==> src/rtl/pipe_skid_reg.sv <==
// Two-entry valid/ready pipeline register for MIPS32 inter-stage boundaries.
// Upstream side accepts a word into the main register (or into the skid
// register when downstream stalls). Downstream side always presents the main
// register. in_ready_o depends only on local state and flush_i, never on
// out_ready_i, which breaks the ready timing chain between stages.
//
// Ports:
//   clk_i        rising-edge clock
//   rst_ni       asynchronous active-low reset
//   flush_i      synchronous squash of all held words
//   in_valid_i   upstream word present
//   in_data_i    upstream word
//   in_ready_o   block can accept a word this cycle
//   out_valid_o  downstream word present
//   out_data_o   downstream word
//   out_ready_i  downstream accepts the word this cycle
//   count_o      occupancy, 0..2
module pipe_skid_reg #(
  parameter int unsigned WIDTH = 32
) (
  input  logic             clk_i,
  input  logic             rst_ni,
  input  logic             flush_i,
  input  logic             in_valid_i,
  input  logic [WIDTH-1:0] in_data_i,
  output logic             in_ready_o,
  output logic             out_valid_o,
  output logic [WIDTH-1:0] out_data_o,
  input  logic             out_ready_i,
  output logic [1:0]       count_o
);

  // Encoding doubles as {skid_v, main_v}.
  typedef enum logic [1:0] {
    StEmpty = 2'b00,
    StOne   = 2'b01,
    StFull  = 2'b11
  } state_e;

  state_e           state_q, state_d;
  logic [WIDTH-1:0] main_q, main_d;
  logic [WIDTH-1:0] skid_q, skid_d;

  logic main_v;
  logic skid_v;
  logic in_acc;
  logic out_acc;

  assign main_v  = state_q[0];
  assign skid_v  = state_q[1];

  assign in_ready_o  = ~skid_v & ~flush_i;
  assign out_valid_o = main_v;
  assign out_data_o  = main_q;
  assign count_o     = {1'b0, main_v} + {1'b0, skid_v};

  assign in_acc  = in_valid_i & in_ready_o;
  assign out_acc = main_v & out_ready_i;

  always_comb begin
    state_d = state_q;
    main_d  = main_q;
    skid_d  = skid_q;
    if (flush_i) begin
      // Data registers keep stale contents; out_valid_o=0 masks them.
      state_d = StEmpty;
    end else begin
      unique case (state_q)
        StEmpty: begin
          if (in_acc) begin
            state_d = StOne;
            main_d  = in_data_i;
          end
        end
        StOne: begin
          if (in_acc && out_acc) begin
            main_d = in_data_i;
          end else if (in_acc) begin
            // Downstream stalled: park the new word behind main.
            state_d = StFull;
            skid_d  = in_data_i;
          end else if (out_acc) begin
            state_d = StEmpty;
          end
        end
        StFull: begin
          // in_ready_o is low here, so only draining can happen.
          if (out_acc) begin
            state_d = StOne;
            main_d  = skid_q;
          end
        end
        default: state_d = StEmpty;
      endcase
    end
  end

  always_ff @(posedge clk_i or negedge rst_ni) begin
    if (!rst_ni) begin
      state_q <= StEmpty;
      main_q  <= '0;
      skid_q  <= '0;
    end else begin
      state_q <= state_d;
      main_q  <= main_d;
      skid_q  <= skid_d;
    end
  end

endmodule

==> config.mk <==
export PLATFORM = sky130hd
export DESIGN_NAME = pipe_skid_reg
export DESIGN_NICKNAME = d
export VERILOG_FILES = /design/src/rtl/pipe_skid_reg.sv
export SDC_FILE = /design/constraint.sdc
export NUM_CORES = 1
export LEC_CHECK = 0
export BUFFER_PORTS_ARGS = -buffer_cell sky130_fd_sc_hd__buf_2
export CAP_MARGIN = 20
export CELL_PAD_IN_SITES_DETAIL_PLACEMENT = 2
export CELL_PAD_IN_SITES_GLOBAL_PLACEMENT = 2
export CORE_UTILIZATION = 35
export DETAILED_ROUTE_END_ITERATION = 8
export PLACE_DENSITY_LB_ADDON = 0.1
export SYNTH_ARGS = -nofsm -noshare
export SYNTH_HDL_FRONTEND = slang
export SYNTH_SLANG_ARGS = --single-unit
==> constraint.sdc <==
create_clock -name clk_i -period 2.5 [get_ports clk_i]
set_input_delay 0.375 -clock clk_i [delete_from_list [all_inputs] [get_ports clk_i]]
set_output_delay 0.375 -clock clk_i [all_outputs]
set_load 0.01 [all_outputs]
; ---- Word level (Yosys, flattened, before mapping)
; Index checks and enable logic that the tools add are counted.
; W data, S select, Z words.
[totals]
ff_bits = 66
input_bits = 37
out_inout_bits = 36
word_cells = 36
[classes]
add_sub_neg = 1
eq_ne = 9
n_mux = 11
bitwise_logic = 6
n_reduce_logical = 6
[ops]
columns = operator, count
row1 = $mux W32, 3
row2 = $pmux W32 S3, 1
row3 = $mux W2, 6
row4 = $ne A3 B3 Y1 const B, 3
row5 = $reduce_and A4 Y1, 2
row6 = $ne A2 B2 Y1 const B, 3
row7 = $pmux W2 S3, 1
row8 = $reduce_and A5 Y1, 1
row9 = $ne A4 B4 Y1 const B, 1
row10 = $and A1 B1 Y1, 3
row11 = $not A1 Y1, 3
row12 = $reduce_bool A3 Y1, 1
row13 = $add A1 B1 Y2, 1
row14 = $eq A2 B1 Y1 const B, 1
row15 = $eq A2 B2 Y1 const B, 1
row16 = $logic_not A2 Y1, 1
row17 = $logic_and A1 B1 Y1, 1

; ---- Logic depth before layout (Yosys ltp)
; Gate-level depths: netlist of run 1.
[logic_depth]
depth_word = 7
depth_mapped = 7
ltp_nobuf = 6

; ---- Least setup slack after synthesis of run 1
; OpenSTA, ideal clock, no wires.
[synth_timing]
path_type = register to register
from = register state_q[1]
to = register skid_q[0]
setup_time_ps = 125
arrival_time_ps = 1609
required_ps = 2375
path_slack_ps = 765
path_stages_with_launch = 8
path_buffers = 2
synth_period_minus_slack_ps = 1735
path_cell_list = dfrtp_1 inv_1 ha_1 nand3_1 or2_1 buf_6 buf_6 mux2_4
[synth_via]
elab_chain_len = 6
word_cells_on_any_way = 7
cone_classes = eq/ne: 1 / bitwise: 4 / reduce/logical: 2
[synth_rtl]
columns = element, line_no
row1 = "start, declared", 40  ; state_e state_q, state_d;
row2 = "start signal, assigned", 100  ; state_q <= StEmpty;
row3 = "start signal, assigned", 104  ; state_q <= state_d;
row4 = $not A1 Y1, 52  ; assign in_ready_o = ~skid_v & ~flush_i;
row5 = $and A1 B1 Y1, 52
row6 = $and A1 B1 Y1, 57  ; assign in_acc = in_valid_i & in_ready_o;
row7 = $logic_and A1 B1 Y1, 76  ; if (in_acc && out_acc) begin
row8 = $not A1 Y1 (no line), --
row9 = $reduce_and A4 Y1 (no line) *, --
row10 = "end signal, assigned", 106  ; skid_q <= skid_d;
row11 = "end, declared", 42  ; logic [WIDTH-1:0] skid_q, skid_d;
; Mark *: on every way between the ends. The rest lies on a longest branch, timed or not.
; A chain may end at the register's enable or synchronous reset.

; ---- Worst setup path after layout of run 1
[layout_timing]
from = register state_q[1]
to = output port count_o[1]
[layout_via]
elab_chain_len = 1
[layout_rtl]
columns = element, line_no
row1 = $add A1 B1 Y2, 55  ; assign count_o = {1'b0, main_v} + {1'b0, skid_v};
row2 = "end, declared", 30  ; output logic [1:0] count_o
; No other way between the ends.

==> flow_summary.json, run 1 <==
{
  "track_usage": 0.175,
  "postCtsSetupRepairBufs": 0,
  "cts_tree": "done",
  "tightestPinTransition_ps": 701,
  "ant_nets": 0,
  "cts_root_buffer": "clkbuf_8",
  "crit_chain": "ha_2 > buf_4 > buf_2",
  "fill_cells": 895,
  "synthCells": 234,
  "seq_area_frac_synth": 0.551,
  "cts_sinks": 66,
  "worst-path-max-fanout": 24,
  "worst_path_max_delay_cell": "dfrtp_1",
  "fin_tns_setup_ps": 0,
  "dp_slack_ps": 490,
  "period_needed_ps": 2110,
  "worstSetupEndpointType": "output pin",
  "drt-total-wl_mm": 7.13,
  "dieHeight_um": 94.6,
  "core_area_um2": 8260,
  "drive_gt1_frac": 0.414,
  "rsz0062_at_grt": "no",
  "grt_antenna_before_repair": 0,
  "cp_top_family": "buffers and inverters",
  "yosysTopAreaCellShare": 0.551,
  "worst-path-buf-inv": 2,
  "startpoint_type": "register",
  "seqCellArea_um2": 1650,
  "n_antenna_cell": 0,
  "maxSlewViolCount": 0,
  "grt_pass1_wl_mm": 11.7,
  "grt.overflow.total": 0,
  "final_nets": 350,
  "multi_input_area_um2": 1270,
  "first_iter_violations": 40,
  "place_hpwl_mm": 4.87,
  "gp_congestion": 0.735,
  "start_util": 0.363,
  "clock.fmax_mhz": 475,
  "syn_avg_cell_area_um2": 12.8,
  "cts.repair.resized": 0,
  "numCtsBuffers": 9,
  "synth_warnings": 0,
  "area_growth_pct": 22.8,
  "core.rowCount": 33,
  "setup_violations": 0,
  "die-area_um2": 8940,
  "portBuffers": 72,
  "synth_largest_area_cell": "dfrtp_1",
  "first_pass_iters": 4,
  "report.final.hold_viol_count": 0,
  "clk_path_buf_depth": 2,
  "drv_cap": 0,
  "crit_arrival_ps": 1730,
  "grt_max_degree": 53,
  "synthTopCellsByArea": "dfrtp_1 55%, mux2_4 15%, mux2i_1 11%",
  "wl_per_cell_um": 17.0,
  "skew_ps": 6.05,
  "fin_crit_sh": 0.843,
  "vias_per_cell": 4.87,
  "htreeDepth": 3,
  "synthesis.nets": 275,
  "vias": 2039,
  "p_per_area_nw_per_um2": 1170,
  "drc_errors": 0,
  "syn_area_um2": 3000,
  "clk_pin_slew_ps": 80,
  "ys_types": 23,
  "p_leak_nw": 1.80,
  "ios": 73,
  "fin_ws_ps": 394,
  "worst_ir_drop_vdd_uv": 394,
  "status": "finished, final reports clean",
  "hp-class": "in2async",
  "worst_path_largest_cell_delay_ps": 480,
  "worstPathRequired_ps": 2120,
  "yosys_register_bits": 66,
  "grt_pass1_vias": 2296,
  "clk_latency_ps": 340,
  "ctsHoldBuffers": 0,
  "max_slew_margin": 0.533,
  "worstSetupPathType": "reg2out",
  "die_w_um": 94.6
}
cells by family (layout without fill, tap and decap cells):
logic type | Yosys count | count (layout) | share of synthesized area
AO/OA/AOI/OAI | 36 | 36 | 0.0647
adder cells (fa/ha/maj) | 4 | 4 | 0.0167
buffers and inverters | 16 | 96 | 0.0313
flip-flops | 66 | 66 | 0.551
multiplexers | 66 | 66 | 0.272
AND/OR/NAND/NOR | 46 | 46 | 0.0647
synth_stat cells:
cell type,number
o311ai_1,1
clkbuf_1,7
a21oi_1,1
nand2b_1,1
buf_2,3
nand2_1,34
nand4_1,1
ha_1,4
o221ai_2,1
nor2_2,1
mux2_4,30
buf_6,4
mux2i_1,33
nand3_1,1
nand3b_1,1
mux2_2,3
and2_1,1
nor2_1,4
o21ai_0,33
or2_1,1
inv_1,2
dfrtp_1,66
nor3b_1,1
state kept, by name, indices dropped and copies added (netlist names):
register    cells
skid_q         32
out_data_o     32
state_q         2
cells in the final DEF (no fill, tap or decap), types with 2 or more instances in the layout:
cell,n
clkbuf_8,9
buf_12,2
buf_2,72
ha_1,3
mux2_2,3
mux2_4,30
nor2_1,4
clkinvlp_4,2
mux2i_1,33
inv_1,2
nand2_1,34
dfrtp_1,66
o21ai_0,33
clkinv_4,2
buf_4,4
through the flow:
step                power [mW]  utilization  instance area [um2]  hold WS, ps  cells
global placement          3.36        0.422                 3490          455    403
global route              4.64        0.446                 3680          108    419
detailed placement        3.47        0.422                 3490          466    403
floorplan                 2.86            -                 3000         79.4    234
CTS                       4.40        0.446                 3680         87.7    419
finish                    4.32        0.446                 3680         68.0    419
power breakdown:
group / leakage [nW] / total [mW] / internal (mW) / switching (mW)
Clock: 0.0925 / 0.901 / 0.462 / 0.438
Combinational: 0.899 / 1.54 / 0.799 / 0.743
Sequential: 0.811 / 1.87 / 1.58 / 0.290
layer usage:
layer,track usage,wire (um),vias to the layer above
li1,-,-,955
met1,0.219,3120,1027
met2,0.290,3570,47
met3,0.0370,309,10
met4,0.0783,129,0
met5,0,0,-
final cells by class:
class / count / area share
clock buffer: 10 / 0.0347
tap: 105 / 0.0357
clock inverter: 6 / 0.0183
multi-input combinational: 152 / 0.344
inverter: 2 / 0.00204
sequential: 66 / 0.449
timing repair buffer: 78 / 0.117
final timing paths:
path | start | endpoint | slack [ps] | cells after the start
min | rst_ni | out_data_o[14]$_DFFE_PN0P_ | 70 | 1
min reg2reg | out_data_o[28]$_DFFE_PN0P_ | out_data_o[28]$_DFFE_PN0P_ | 480 | 2
min in group clk_i | in_data_i[25] | skid_q[25]$_DFFE_PN0P_ | 270 | 2
max reg2reg | state_q[1]$_DFFE_PN0P_ | skid_q[9]$_DFFE_PN0P_ | 490 | 6
max in group asynchronous | rst_ni | skid_q[26]$_DFFE_PN0P_ | 1770 | 2
max | state_q[1]$_DFFE_PN0P_ | count_o[1] | 390 | 3
No activity file was read; power rests on OpenSTA's default activity.
==> run 2, diff against run 1 <==
clock period = 2 ns   (was 2.5 ns; I/O delays follow)
==> run 2 against run 1 <==
Against the previous run: combinational power rose by 24%; clock skew up 2.4 ps; via count shrank 0.25%; global-route usage decreased by 0.58 points; design area rose by 0.54%; critical path depth up 1; non-clock buffer count is 3 higher; register-to-register slack got worse by 300 ps; sequential share of layout area decreased by 0.24 points; wire length is 4.3% lower; final cell count rose by 0.72%.
==> flow_summary.json, run 2 (synthesis results as in run 1) <==
{
  "rsz0062_at_grt": "no",
  "combPwrFrac": 0.360,
  "p_per_area_nw_per_um2": 1430,
  "start_util": 0.363,
  "gp_congestion": 0.768,
  "crit_top_cell": "buf_4",
  "area_growth_pct": 23.5,
  "dp_slack_ps": 203,
  "first_iter_violations": 59,
  "fin_crit_sh": 0.917,
  "ios": 73,
  "grt_antenna_before_repair": 0,
  "seqCellArea_um2": 1650,
  "worst_path_largest_cell_delay_ps": 350,
  "totalPowerFinal_mw": 5.30,
  "postCtsSetupRepairBufs": 0,
  "drv_cap": 0,
  "drc_errors": 0,
  "crit_chain": "buf_4 > ha_2 > buf_4 > buf_2",
  "worstSetupPathType": "reg2out",
  "portBuffers": 72,
  "power.share.sequential": 0.441,
  "htreeDepth": 3,
  "worst-path-buf-inv": 3,
  "ant_nets": 0,
  "grt_pass1_wl_mm": 11.2,
  "p_switching_mw": 1.77,
  "cts_tree": "done",
  "min-delay-start": "in_data_i[15]",
  "mostFrequentLayoutCell": "buf_2",
  "cts_root_buffer": "clkbuf_8",
  "reg2reg_from": "state_q[1]$_DFFE_PN0P_",
  "skew_ps": 8.42,
  "drive_gt1_frac": 0.420,
  "n_antenna_cell": 0,
  "worst_path_max_delay_cell": "dfrtp_1",
  "track_usage": 0.169,
  "drt-total-wl_mm": 6.82,
  "die-area_um2": 8940,
  "multi_input_area_um2": 1270,
  "clk_latency_ps": 330,
  "status": "finished, final reports clean",
  "clk_path_buf_depth": 2,
  "setup_violations": 0,
  "p_sw_frac": 0.334,
  "grt.overflow.total": 0,
  "worstSetupEndpointType": "output pin",
  "worst_ir_drop_vdd_uv": 404,
  "report.final.hold_viol_count": 0,
  "fill_cells": 899,
  "cts_sinks": 66,
  "clk_pin_slew_ps": 70,
  "clock.fmax_mhz": 545,
  "maxSlewViolCount": 0,
  "final_nets": 353,
  "vias": 2034,
  "cp_top_family": "buffers and inverters",
  "place_hpwl_mm": 4.64,
  "wl_per_cell_um": 16.2,
  "die_w_um": 94.6,
  "grt_pass1_vias": 2212,
  "core_area_um2": 8260,
  "first_pass_iters": 2,
  "power_frac_clock": 0.198,
  "fin_ws_ps": 167,
  "numCtsBuffers": 9,
  "dieHeight_um": 94.6,
  "max_slew_margin": 0.678,
  "core.rowCount": 33,
  "worst-path-max-fanout": 16,
  "startpoint_type": "register",
  "fin_tns_setup_ps": 0,
  "worstPathRequired_ps": 1700,
  "crit_start": "state_q[1]$_DFFE_PN0P_",
  "hp-class": "in2reg",
  "period_needed_ps": 1830,
  "grt_max_degree": 67,
  "crit_arrival_ps": 1530,
  "p_leak_nw": 1.82,
  "final_cell_mix": "72 x buf_2, 66 x dfrtp_1, 34 x nand2_1, 33 x mux2i_1, 33 x o21ai_0",
  "power.internal_mw": 3.53,
  "vias_per_cell": 4.82,
  "tightestPinTransition_ps": 475
}
run 2: timing repair:
action | 4_1_cts | 5_1_grt
hold buffers | 1 | 0
resized for setup | 0 | 0
endpoints found under the hold margin | 42 | 0
run 2: worst paths after layout:
kind | end | cells after the start | slack [ps]
hold reg to reg | out_data_o[14]$_DFFE_PN0P_ | 2 | 480
min in group asynchronous | skid_q[15]$_DFFE_PN0P_ | 3 | 520
max in group asynchronous | skid_q[7]$_DFFE_PN0P_ | 3 | 1190
setup / recovery | count_o[1] | 4 | 170
setup reg to reg | skid_q[1]$_DFFE_PN0P_ | 6 | 190
hold / removal | skid_q[15]$_DFFE_PN0P_ | 2 | 210
run 2: area by class of cell:
class | count | area share
Tap cell | 105 | 0.0355
Sequential cell | 66 | 0.446
Clock inverter | 4 | 0.00676
Multi-Input combinational cell | 152 | 0.342
Clock buffer | 12 | 0.0446
Timing Repair Buffer | 81 | 0.123
Inverter | 2 | 0.00203
run 2: per-layer routing:
metal	vias up	track usage	wire (um)
li1	964	-	-
met1	1019	0.217	3060
met2	44	0.274	3370
met3	7	0.0386	295
met4	0	0.0720	91
met5	-	0	0
run 2: worst register-to-register path: cells and delay by family (launching register included):
family                     cells  cell delay, ps
adders and majority gates      1             260
and+or+nand+nor                2             450
muxes                          1             320
buffers and inverters          2             280
DFF                            1             380
run 2: power groups by stage:
stage / clock network [mW] / registers, mW / logic (mW)
after detailed placement: 0 / 2.36 / 1.95
after floorplan: 0 / 2.43 / 1.14
final: 1.05 / 2.34 / 1.91
after global placement: 0 / 2.33 / 1.87
after CTS: 1.09 / 2.35 / 1.96
after global routing: 1.15 / 2.41 / 2.15
run 2: stage by stage:
step,utilization,cell area [um2],hold WS (ps),std cells
floorplan,-,3000,4.41,234
global placement,0.424,3500,356,405
detailed placement,0.424,3500,359,405
CTS,0.448,3700,193,422
global route,0.448,3700,196,422
finish,0.448,3700,213,422
==> run 3, diff against run 2 <==
CORE_UTILIZATION = 38   (was 35)
clock period = 2.21 ns   (was 2 ns; I/O delays follow)
==> run 3 against run 2 <==
Against the previous run: the run now ends with negative hold slack left; die area shrank 7.7%; sequential power down 9.0%; final cell count down 1.2%; non-clock buffer count shrank 2; worst hold slack got worse by 220 ps; first-iteration DRC count is 47% lower; utilization grew 3.4 points; clock skew up 3.7 ps; clock power barely moved; clock-buffer cell count is the same; wire length increased by 2.0%; sequential cell count unchanged; largest power group unchanged; highest routed layer unchanged.
==> flow_summary.json, run 3 (synthesis results as in run 1) <==
{
  "grt_pass1_vias": 2209,
  "worstSetupEndpointType": "output pin",
  "ctsHoldBuffers": 0,
  "drv_cap": 0,
  "cts_root_buffer": "clkbuf_8",
  "period_needed_ps": 2050,
  "violations": "negative hold slack",
  "dieHeight_um": 90.8,
  "grt_antenna_before_repair": 0,
  "placed_cell_area_um2": 3490,
  "ff2ff_path_depth": 6,
  "cts.repair.resized": 0,
  "rsz0062_at_grt": "no",
  "die_w_um": 90.8,
  "crit_arrival_ps": 1720,
  "htreeDepth": 3,
  "ios": 73,
  "core_area_um2": 7690,
  "r2r_slack_ps": 220,
  "clock.fmax_mhz": 488,
  "final_nets": 351,
  "grt_pass1_wl_mm": 11.4,
  "p_per_area_nw_per_um2": 1330,
  "first_iter_violations": 31,
  "n_antenna_cell": 0,
  "maxSlewViolCount": 0,
  "clk_pin_slew_ps": 80,
  "status": "complete, but fails checks",
  "worst-path-max-fanout": 23,
  "wl_per_cell_um": 16.7,
  "drc_errors": 0,
  "setup_violations": 0,
  "cts_tree": "done",
  "p_leak_nw": 1.83,
  "final_cell_mix": "72 x buf_2, 66 x dfrtp_1, 34 x nand2_1, 33 x mux2i_1, 33 x o21ai_0",
  "skew_ps": 12.1,
  "tightestPinTransition_ps": 469,
  "max_slew_margin": 0.683,
  "cts_sinks": 66,
  "place_hpwl_mm": 4.67,
  "fin_tns_setup_ps": 0,
  "first_pass_iters": 4,
  "clk_path_buf_depth": 2,
  "portBuffers": 72,
  "worstPathRequired_ps": 1880,
  "numCtsBuffers": 9,
  "clk_latency_ps": 340,
  "vias_per_cell": 4.88,
  "die-area_um2": 8250,
  "dp_slack_ps": 223,
  "startpoint_type": "register",
  "totalPowerFinal_mw": 4.94,
  "core.rowCount": 32,
  "start_util": 0.390,
  "grt.overflow.total": 0,
  "worst_ir_drop_vdd_uv": 413,
  "hold_slack_ps": -3.93,
  "vias": 2036,
  "fin_ws_ps": 162,
  "fin_cells": 417,
  "area_growth_pct": 23.6,
  "mostFrequentLayoutCell": "buf_2",
  "place_inst": 401,
  "drt-total-wl_mm": 6.95,
  "postCtsSetupRepairBufs": 0,
  "reg2reg_from": "state_q[1]$_DFFE_PN0P_",
  "ant_nets": 0,
  "worstSetupPathType": "reg2out",
  "hp-class": "in2async",
  "report.final.hold_viol_count": 5,
  "drive_gt1_frac": 0.419,
  "gp_congestion": 0.803,
  "fin_util": 0.482,
  "fin_crit_sh": 0.927,
  "track_usage": 0.182,
  "crit_start": "state_q[1]$_DFFE_PN0P_",
  "final_area_um2": 3700,
  "grt_max_degree": 67
}
==> run 3: cell types whose count changed in the layout (fill, tap and decap cells not counted) <==
cell	previous run	this run
clkinv_4	0	1
buf_4	6	5
clkinvlp_4	2	0
dlygate4sd3_1	1	0
bufinv_16	0	1
==> run 3: worst max-delay path, cell delays in order (launching register included) <==
cell and delay (ps):
dfrtp_1 480, ha_2 280, buf_4 390, buf_2 220
==> run 3: where the power goes <==
part / switching [mW] / internal, mW
Clock: 0.472 / 0.612
Combinational: 0.821 / 0.912
Sequential: 0.338 / 1.79
==> run 3: worst paths after layout <==
kind	endpoint
setup / recovery	count_o[1]
hold / removal	skid_q[14]$_DFFE_PN0P_
setup reg to reg	skid_q[16]$_DFFE_PN0P_
hold reg to reg	out_data_o[9]$_DFFE_PN0P_
max in group asynchronous	out_data_o[28]$_DFFE_PN0P_
min in group clk_i	skid_q[19]$_DFFE_PN0P_
==> run 3: final cells by class <==
| cell class | count | area [um2] |
|---|---|---|
| inverter | 2 | 7.51 |
| fill | 809 | 3980 |
| multi-input combinational | 152 | 1270 |
| clock buffer | 12 | 165 |
| clock inverter | 4 | 48.8 |
| sequential | 66 | 1650 |
| tap | 102 | 128 |
| timing repair buffer | 79 | 438 |
==> run 3: metal layers <==
layer  up-vias  track usage  part of all wire
li1        969            -                 -
met1      1011        0.232              0.45
met2        46        0.302              0.50
met3        10       0.0404             0.036
met4         0       0.0714             0.014
met5         -            0                 0
